<file path="src/rtl/fair_queue.sv">
// Round-robin fair-queue arbiter: merges 2**NUM_IN_LOG2 show-ahead FIFOs onto one
// 64-bit stream, popping at most one word per cycle and presenting it a cycle later.
module fair_queue #(
   parameter int NUM_IN_LOG2 = 3
) (
   input  logic        clk,
   input  logic        rst,
   input  logic        fifo_empty [2**NUM_IN_LOG2-1:0],
   input  logic [63:0] fifo_data  [2**NUM_IN_LOG2-1:0],
   output logic        fifo_rdreq [2**NUM_IN_LOG2-1:0],
   output logic        output_data_valid,
   output logic [63:0] output_data
);

   localparam int N = 2**NUM_IN_LOG2;

   logic [NUM_IN_LOG2-1:0] last_grant;
   logic [NUM_IN_LOG2-1:0] grant;
   logic [NUM_IN_LOG2-1:0] cand;
   logic                   grant_valid;

   // Scan from last_grant+1 around to last_grant itself; the index wraps naturally.
   always_comb begin
      grant       = '0;
      grant_valid = 1'b0;
      cand        = '0;
      for (int k = 1; k <= N; k++) begin
         cand = last_grant + NUM_IN_LOG2'(k);
         if (!grant_valid && !fifo_empty[cand]) begin
            grant       = cand;
            grant_valid = 1'b1;
         end
      end
   end

   always_comb begin
      for (int i = 0; i < N; i++) begin
         fifo_rdreq[i] = rst && grant_valid && (grant == NUM_IN_LOG2'(i));
      end
   end

   // Reset restarts priority at input 0 and drops any in-flight word.
   always_ff @(posedge clk) begin
      if (!rst) begin
         last_grant        <= NUM_IN_LOG2'(N - 1);
         output_data_valid <= 1'b0;
         output_data       <= 64'h0;
      end else if (grant_valid) begin
         last_grant        <= grant;
         output_data_valid <= 1'b1;
         output_data       <= fifo_data[grant];
      end else begin
         output_data_valid <= 1'b0;
      end
   end

endmodule

</file>
<file path="config.mk">
export PLATFORM = sky130hd
export DESIGN_NAME = fair_queue
export DESIGN_NICKNAME = d
export VERILOG_FILES = /design/src/rtl/fair_queue.sv
export SDC_FILE = /design/constraint.sdc
export NUM_CORES = 1
export LEC_CHECK = 0
export CELL_PAD_IN_SITES_DETAIL_PLACEMENT = 1
export CELL_PAD_IN_SITES_GLOBAL_PLACEMENT = 1
export CORE_AREA = 4 4 231 233
export DETAILED_ROUTE_END_ITERATION = 7
export DIE_AREA = 0 0 235 237
export PLACE_DENSITY_LB_ADDON = 0.1
export SETUP_SLACK_MARGIN = 0.02
export SLEW_MARGIN = 20
export SYNTH_ARGS = -nofsm -noshare
export SYNTH_HDL_FRONTEND = slang
export SYNTH_SLANG_ARGS = --single-unit
</file>
<file path="constraint.sdc">
create_clock -name clk -period 6.5 [get_ports clk]
set_input_delay 0.975 -clock clk [delete_from_list [all_inputs] [get_ports clk]]
set_output_delay 0.975 -clock clk [all_outputs]
set_load 0.1 [all_outputs]
</file>
; Word level (Yosys, flattened, before mapping)
; Cells that the tools add are included.
[totals]
ff_bits = 68
in_bits = 522
out_inout_bits = 73
[classes]
addsub = 7
order_cmp = 9
eq_ne = 7
n_mux = 35
n_reduce_logical = 30
[op_table]
columns = cell, n
row1 = $bmux W64 S3, 1
row2 = $mux W64, 1
row3 = $lt A3 B4 Y1 const B, 9
row4 = $bmux W1 S3, 8
row5 = $mux W3, 8
row6 = $mux W1, 17
row7 = $logic_and A1 B1 Y1, 16
row8 = $logic_not A1 Y1, 13
row9 = $add A3 B3 Y3 const B, 4
row10 = $eq A3 B3 Y1 const B, 4
row11 = $add A3 B2 Y3 const B, 2
row12 = $eq A3 B2 Y1 const B, 2
row13 = $add A3 B1 Y3 const B, 1
row14 = $eq A3 B1 Y1 const B, 1
row15 = $logic_not A3 Y1, 1

; Logic depth before layout (Yosys ltp)
[logic_depth]
word_depth = 26
mapped_depth = 17

; Worst setup path before layout
; Ideal clock, no wire load.
[synth_timing]
path_type = register to output
startpoint = register last_grant[1]
endpoint = output fifo_rdreq[6] in the netlist's numbering
t_arrival_ps = 6143
required_time_ps = 5525
setup_slack_ps = -618
stages_incl_launch_ff = 16
path_cell_list = dfxtp_1 buf_6 buf_2 inv_1 ha_1 buf_6 mux2i_1 mux4_2 or2_2 o311ai_1 o221ai_2 o21a_1 buf_6 buf_8 buf_4 nor4_1
[synth_lines]
columns = element, line_no
row1 = start: declaration, 17  ; logic [NUM_IN_LOG2-1:0] last_grant;
row2 = start signal: assignment, 45  ; last_grant <= NUM_IN_LOG2'(N - 1);
row3 = start signal: assignment, 49  ; last_grant <= grant;
row4 = end: declaration, 10  ; output logic fifo_rdreq [2**NUM_IN_LOG2-1:0],

==> metrics.cfg <==
[clock_network]
holdBufCountCts=0
cts_buffers=9
cts_tree=done
clkTransAtPathRegs_ns=0.06
clk_path_buf_depth=2
clock_sinks=68
cts_root_buf=clkbuf_16
h-tree-depth=3
worst_skew_pair.late_latency_ns=0.36
cts_setup_buffers=0
postCtsResizedCells=0

[cells_and_area]
stdcell_count=2022
nNetsFinal=1853
mostFrequentLayoutCells=clkdlybuf4s50_1, mux2i_1, o211ai_1
multiInputGateArea_um2=5820
final_common_cell=clkdlybuf4s50_1
fillers=5849
register_area_um2=1360
fin_area_um2=14500
syn_to_final_growth_pct=87.4
drive_above_1_share=0.133

[logic_synthesis]
syn_nets=1314
ys_types=57
yosysSeqAreaShare=0.175
synth.avg_cell_area_um2=9.82
async_flop_share=0
synth_edf_count=0
ys_ff_latch=68
syn_area_um2=7760
netlist_instances=790
ys.flop_type=dfxtp_1
ys_warn_count=0

[sta]
slew_headroom=0.258
skew_ns=0.00701
max_clock_freq_mhz=183
tightest_slew_ns=1.11
period_share=0.843
slew_violations=0
finalSetupViolations=0
rsz0062_at_grt=false
report.final.hold_viol_count=0
fin_crit_ns=5.48
hold_ws_ns=0.466

[job]
drv_cap=0

[power_and_ir_drop]
intPower_mw=4.84
p_switching_mw=5.87
p_comb_frac=0.876
seq_power_share=0.071
pwr-share-clk=0.053
netSwitchingFraction=0.548
ir_worst_vdd_uv=832
cellLeakagePower_nw=5.69
p_per_area_nw_per_um2=737
power_mw=10.7

[critical_path]
critical_path_class=flop to output pin
rr_startpoint=last_grant[0]
required_ns=5.52
timing.rr.end=output_data[41]
crit_path_end_kind=output pin
r2r_cells=13
cp_max_fo=19
crit_arrival_ns=4.50
rrSetupSlack_ns=1.47
critPathLaunchType=flop

[route]
vias=8625
wl_per_cell_um=23.9
first_pass_iters=4
drtIter0Drc=176
vias_per_cell=4.27
drc=0
antenna_left=0
drt-total-wl_mm=48.3

[grt]
grt_max_degree=123
grt_usage=0.165
grt_first_pass_wirelength_mm=68.8
antenna_found_initial=19
first_global_vias=9611
overflow=0

[die]
fp.dieW_um=235
io_pins=595
start_util=0.152
core_um2=51200
dieHeight_um=237
die-area_um2=55700
rows=83

[hold_path]
min_from=output_data[16]
hold_end=output_data[16]
hold_depth=2
hold_class=flop to flop

[placement]
hpwl_mm=38.8
placed_cells=1998
gp_congestion=0.820
place_area_um2=14200
port_buffers=594

[status]
status=finished, final reports clean

## through the flow
step	setup slack, ns	utilization	setup TNS, ns
floorplan	-0.618	-	-1.24
global placement	1.31	0.277	0
detailed placement	1.28	0.277	0
CTS	0.839	0.284	0
global route	0.613	0.284	0
finish	1.02	0.284	0
## Yosys cell counts (all sizes together), types with 4 or more instances
| library cell | number | area [µm²] |
|---|---|---|
| nand3 | 7 | 40.0 |
| mux4 | 9 | 203 |
| o211ai | 129 | 968 |
| nor2 | 12 | 50.1 |
| a21oi | 5 | 25.0 |
| buf | 66 | 556 |
| clkbuf | 13 | 52.6 |
| inv | 7 | 26.3 |
| a2bb2oi | 63 | 846 |
| mux2i | 211 | 2110 |
| dfxtp | 68 | 1360 |
| or3 | 4 | 35.0 |
| o21ai | 5 | 25.0 |
| mux2 | 70 | 788 |
| nand2 | 72 | 270 |
| and2 | 5 | 33.8 |
## kinds of logic (layout without fill, tap and decap cells)
logic type,Yosys count,after routing,synth area share
buf+inv,86,630,0.0818
other cells,0,8,0
compound gates,227,227,0.269
fa+ha+maj,2,2,0.00323
simple gates,112,112,0.0653
flops,68,68,0.175
xor+xnor,5,5,0.00565
mux,290,290,0.400
## worst max path at each step
stage                             start            end  slack, ns  cells past startpoint
after floorplan           last_grant[1]  fifo_rdreq[6]      -0.62                     15
after global placement    last_grant[0]  fifo_rdreq[0]       1.31                     11
after detailed placement  last_grant[0]  fifo_rdreq[2]       1.28                     11
after CTS                 last_grant[0]  fifo_rdreq[0]       0.84                     11
after global routing      last_grant[0]  fifo_rdreq[0]       0.61                     11
final                     last_grant[0]  fifo_rdreq[0]       1.02                     11
## power groups by stage
stage / Combinational [mW] / Clock, mW / Sequential, mW
2_1_floorplan: 6.65 / 0 / 1.86
6_report: 9.38 / 0.567 / 0.765
3_3_place_gp: 9.55 / 0 / 0.767
3_5_place_dp: 9.60 / 0 / 0.775
5_1_grt: 10.1 / 0.615 / 0.788
4_1_cts: 9.61 / 0.605 / 0.768
## final cells by class
type,instances,area share
Timing Repair Buffer,607,0.422
Multi-Input combinational cell,636,0.400
Sequential cell,68,0.0937
Tap cell,680,0.0585
Clock buffer,13,0.0193
Clock inverter,3,0.00293
Inverter,7,0.00181
Antenna cell,8,0.00138
## metal layers
metal | part of all wire | global-route usage | vias to the layer above
li1 | - | - | 4185
met1 | 0.39 | 0.181 | 4084
met2 | 0.52 | 0.303 | 298
met3 | 0.076 | 0.0646 | 40
met4 | 0.0090 | 0.0331 | 18
met5 | 0.0022 | 0 | -
## critical path, cell delays in order, from the launching register on
cell and delay, ns:
dfxtp_1 0.31, buf_4 0.23, inv_2 0.21, ha_1 0.74
mux2i_1 0.44, mux2i_1 0.21, o221ai_1 0.43, or2_4 0.24
o32a_1 0.43, nand3_4 0.35, nor2_1 0.30, buf_12 0.21
## registers in the layout, summed over array words and instances, names as in the netlist
signal,cells
output_data,64
last_grant,3
output_data_valid,1
(Power assumes the default switching activity.)
==> RTL edit 1: new RTL, config.mk and constraints unchanged <==
Set the parameter `NUM_IN_LOG2` to 2 (it was 3).
--- a/src/rtl/fair_queue.sv
+++ b/src/rtl/fair_queue.sv
@@ -2,5 +2,5 @@
 // 64-bit stream, popping at most one word per cycle and presenting it a cycle later.
 module fair_queue #(
-   parameter int NUM_IN_LOG2 = 3
+   parameter int NUM_IN_LOG2 = 2
 ) (
    input  logic        clk,
Ports: changed (resized fifo_data, fifo_empty and fifo_rdreq); port bits go from 595 to 331. The function was not compared with the original's and may differ.
==> RTL edit 1 against the original RTL <==
- critical endpoint unchanged
- routed wire length down 48%
- largest cell class unchanged
- final area down 43%
- synthesized cell count down 50%
- sequential cell count down 1
- area after synthesis down 47%
- clock skew up 0.0013 ns
- register-to-register slack better by 2.0 ns
- first-iteration DRC count down 39%
- non-clock buffer count down 268
- global-route usage down 7.5 points
- critical path depth down 5
- worst setup slack better by 0.96 ns
Power is left out: it rests on default switching activity, and per cell area and clock period it moved more than threefold.
==> RTL edit 1: results (changes against the original RTL) <==
| Metric | Value |
|---|---|
| Per-cell routed wire length | `18.23 um (-24%)` |
| Fraction of the yosys area taken by sequential cells | `32.84% (+15 points)` |
| Family with the most delay on the worst path | `buffers and inverters` |
| Global-route wire length before repair | `37,040 um (-46%)` |
| Pin count of the biggest net entering global routing | `67 (-46%)` |
| Setup slack of the worst register-to-register path | `3.50 ns (+2.03 ns)` |
| Number of fillers in the final layout | `5,926 (+1.3%)` |
| Synth Area in Compound Gates | `25.52% (-1.3 points)` |
| Leading registers by flop count | `output_data: 64 flops, last_grant: 2 flops, output_data_valid: 1 flops` |
| Final Wtd Congestion | `0.6468 (-21%)` |
| Vias | `4,520 (-48%)` |
| Largest cells by area after synthesis | `dfxtp_1 (33%), mux2i_1 (31%), a221oi_1 (11%)` |
| Vias in the first global route | `5,243 (-45%)` |
| Slowest-stage cell, CP | `clkdlybuf4s50_1` |
| Total track usage | `9.011% (-7.5 points)` |
| Adder-Cell Fraction of Synth Area | `0% (-0.32 points)` |
| Net total in the final layout | `967 (-48%)` |
| Maximum single-stage delay on the critical path | `1.16 ns (+0.42 ns)` |
| Outcome | `complete, no violations` |
| Final clock skew | `0.008282 ns (+0.001274 ns)` |
| Number of buffers inserted by port buffering | `330 (-44%)` |
| Worst hold slack across all endpoints | `0.5724 ns (+0.1068 ns)` |
| Headroom to the max-slew limit | `28.29% (+2.5 points)` |
| Cells on worst reg2reg path | `7 (-6)` |
| Xor-xnor portion of the synthesized cell area | `0% (-0.56 points)` |
| 1st-iter DRT viols | `107 (-39%)` |
| Synth Net Count | `658 (-50%)` |
| Maximum net fanout on the critical path | `6 (-13)` |
| Fraction of final layout cells with drive strength greater than 1 | `5.775% (-7.5 points)` |
| Antenna violations before repair | `0 (-19)` |
RTL edit 1: cell count changes after synthesis, sizes merged, moves of 48 or more:
| cell | before | now |
|---|---|---|
| a221oi | 1 | 65 |
| a2bb2oi | 63 | 0 |
| buf | 66 | 18 |
| mux2 | 70 | 0 |
| mux2i | 211 | 128 |
| nand2 | 72 | 6 |
| o211ai | 129 | 1 |
| o21ai | 5 | 66 |
RTL edit 1: stage by stage:
stage / setup slack (ns) / cells
global route: 1.806 / 1390
CTS: 1.928 / 1390
detailed placement: 1.942 / 1374
floorplan: 1.676 / 396
global placement: 1.944 / 1374
finish: 1.984 / 1390
RTL edit 1: path summary, 6_finish.rpt:
path / startpoint / to
max: fifo_empty[2] / fifo_rdreq[0]
min: output_data[2] / output_data[2]
max reg2reg: last_grant[0] / output_data[40]
min reg2reg: output_data[2] / output_data[2]
RTL edit 1: worst min-delay path: stages, from the launching register on:
cell and delay (ns):
dfxtp_1 0.31, o21ai_0 0.15, a221oi_1 0.06
RTL edit 1: layout make-up:
class                      instances  area share, %
sequential                        67          16.21
multi-input combinational        284          29.35
clock inverter                     2         0.1210
timing repair buffer             339          40.67
inverter                           4         0.1814
clock buffer                      14          3.190
tap                              680          10.28
RTL edit 1: per-layer routing:
metal | GRT usage, % | routed length [um]
met5 | 0 | 0
met4 | 1.719 | 212
met3 | 4.414 | 2193
met2 | 15.23 | 12300
met1 | 10.42 | 10630
RTL edit 1: cell families after synthesis:
| family | Yosys count |
|---|---|
| flops | 67 |
| mux | 128 |
| simple gates | 19 |
| buf+inv | 45 |
| compound gates | 137 |
==> RTL edit 2: new RTL, config.mk and constraints unchanged <==
Without the edit above. Make the reset (`rst`) asynchronous in one clocked block.
--- a/src/rtl/fair_queue.sv
+++ b/src/rtl/fair_queue.sv
@@ -41,5 +41,5 @@
 
    // Reset restarts priority at input 0 and drops any in-flight word.
-   always_ff @(posedge clk) begin
+   always_ff @(posedge clk or negedge rst) begin
       if (!rst) begin
          last_grant        <= NUM_IN_LOG2'(N - 1);
Function: differs if rst is asserted again (counterexample within 4 cycles, from zero or initial values and one cycle with rst low); with rst held inactive, the same outputs for 4 cycles.
==> RTL edit 2 against the original RTL <==
- die area did not move
- non-clock buffer count grew 8
- critical path type unchanged
- area after synthesis rose by 31%
- worst setup slack worse by 0.18 ns
- first-iteration DRC count increased to 4.8 times the old value
- routed wire length rose by 32%
- final area up 16%
- largest cell class is now multi-input combinational cells
- sequential cell count stayed put
- sequential share of layout area is 0.79 points higher
Power is not shown: default switching activity piles up to over one toggle a cycle in this logic, so the estimate is an artifact.
==> RTL edit 2: results (changes against the original RTL) <==
| Metric | Value |
|---|---|
| Outcome | `complete, no violations` |
| Placed standard-cell area | `16,500 um^2 (+16%)` |
| Clock edge transition at the registers on the reported setup and hold paths | `approximately 0.070 ns` |
| Cells on worst reg2reg path | `13 (unchanged)` |
| Hold Path Stages | `2 (unchanged)` |
| Hold path endpoint | `output_data[37]` |
| Count of different cell masters after synthesis | `56 (-1.8%)` |
| Post_cts resized | `0 (unchanged)` |
| Pin count of the biggest net entering global routing | `259 (+110%)` |
| Drt first pass iters | `7 (+3)` |
| Maximum net fanout on the critical path | `90 (+71)` |
| Total track usage | `21.91% (+5.4 points)` |
| Max-slew violations | `0 (unchanged)` |
| Number of buffers inserted by port buffering | `594 (unchanged)` |
| RR Endpoint | `output_data[37]` |
| Final Wtd Congestion | `0.8353 (+1.9%)` |
| Hold path start | `output_data[37]` |
| Synth Net Count | `1,866 (+42%)` |
| Net total in the final layout | `2,314 (+25%)` |
| Most used flip-flop cell after synthesis | `dfrtp_1` |
| Cell types with the highest counts after synthesis | `nand3_1 (385), nand4_1 (128), o211ai_1 (128), clkbuf_1 (113), mux2i_1 (72)` |
| Antenna violations before repair | `23 (+4)` |
| Post-detailed-route via-to-cell ratio | `5.451 (+28%)` |
| Arrival time at the worst endpoint | `4.68 ns (+0.18 ns)` |
| Setup bufs post-CTS | `0 (unchanged)` |
| Setup slack of the worst register-to-register path | `1.16 ns (-0.31 ns)` |
| Vias in the first global route | `14.35k (+49%)` |
| Async S/R FF share, synth | `100.0% (+100 points)` |
| Largest cells by area after synthesis | `nand3_1 (19%), dfrtp_1 (16%), o211ai_1 (9.5%)` |
| Clock buffers created by TritonCTS | `9 (unchanged)` |
| Global-route wire length before repair | `94,920 um (+38%)` |
| Startpoint of the lowest-slack register-to-register path | `last_grant[0]` |
| Number of H-tree levels | `3 (unchanged)` |
| 1st-iter DRT viols | `851 (+380%)` |
| Maximum clock path buffer count | `2 (unchanged)` |
| Leading registers by flop count | `output_data: 64 flops, last_grant: 3 flops, output_data_valid: 1 flops` |
| Clock Latency Late Sink | `0.39 ns (+0.03 ns)` |
| Post-detail-place hpwl | `45,690 um (+18%)` |
| Final clock skew | `0.01085 ns (+0.003844 ns)` |
| Per-cell routed wire length | `25.70 um (+7.5%)` |
| Worst min-delay path category | `register to register` |
| Cell chosen for the clock root | `clkbuf_16` |
| Yosys synthesis warning count | `0 (unchanged)` |
| Headroom to the max-slew limit | `1.939% (-24 points)` |
| Fraction of the yosys area taken by sequential cells | `16.84% (-0.71 points)` |
| Fraction of final layout cells with drive strength greater than 1 | `8.138% (-5.1 points)` |
[RTL edit 2: cell types whose count changed in the layout (fill, tap and decap cells not counted), sizes merged, moves of 63 or more]
| cell | unedited run | this run |
|---|---|---|
| nand3 | 7 | 385 |
| mux2i | 211 | 72 |
| nand4 | 0 | 128 |
| dfxtp | 68 | 0 |
| a22oi | 0 | 65 |
| dfrtp | 0 | 65 |
| a32oi | 1 | 64 |
[RTL edit 2: worst max-delay path: stages (launching register included)]
cell and delay, ns:
dfstp_4 0.82, inv_8 0.26, ha_1 0.63, mux2_2 0.26
mux2i_1 0.11, a221oi_1 0.60, and3_1 0.40, a21o_1 0.15
a22o_1 0.30, and3_4 0.27, nor2b_1 0.26, buf_12 0.21
[RTL edit 2: area by class of cell]
cell class | count | area [um^2]
inverter | 4 | 22.52
antenna | 12 | 30.03
clock buffer | 11 | 242.7
clock inverter | 4 | 50.05
tap | 680 | 850.8
multi-input combinational | 1092 | 7689
sequential | 68 | 1709
timing repair buffer | 615 | 6231
fill | 6022 | 34370
[RTL edit 2: how the worst max path moves through the flow]
stage | cells after the start | slack, ns | startpoint | end
global placement | 13 | 1.26 | last_grant[0] | output_data[37]
detailed placement | 13 | 1.19 | last_grant[0] | output_data[37]
CTS | 11 | 0.76 | last_grant[0] | fifo_rdreq[5]
floorplan | 17 | 0.37 | last_grant[0] | fifo_rdreq[5]
global route | 11 | 0.51 | last_grant[0] | fifo_rdreq[5]
finish | 11 | 0.85 | last_grant[0] | fifo_rdreq[5]
[RTL edit 2: cell families (layout without fill, tap and decap cells)]
family	Yosys count	in the layout	synth area share, %
adders and majority gates	2	2	0.2471
xor gates and xnor gates	6	6	0.7043
DFF	68	68	16.84
AOI/OAI and AO/OA	290	290	22.86
muxes	157	157	17.64
other	0	12	0
buffers and inverters	182	634	7.882
and+or+nand+nor	637	637	33.83
[RTL edit 2: through the flow]
step / setup slack, ns / std cells / util, % / hold slack, ns
floorplan: 0.3684 / 1342 / - / 0.6794
global placement: 1.257 / 2459 / 32.23 / 0.5150
detailed placement: 1.191 / 2459 / 32.23 / 0.5245
CTS: 0.7615 / 2474 / 32.80 / 0.5402
global route: 0.5123 / 2483 / 32.85 / 0.5584
finish: 0.8455 / 2486 / 32.86 / 0.5341
[RTL edit 2: metal layers]
| metal | share of wire, % | vias to the layer above | routed length (um) | track usage [%] |
|---|---|---|---|---|
| met4 | 1.3 | 20 | 831 | 4.493 |
| met2 | 52 | 441 | 33480 | 40.14 |
| met3 | 6.9 | 48 | 4426 | 6.860 |
| met5 | 0.19 | - | 122 | 0 |
| met1 | 39 | 6798 | 25020 | 25.10 |
| li1 | - | 6245 | - | - |
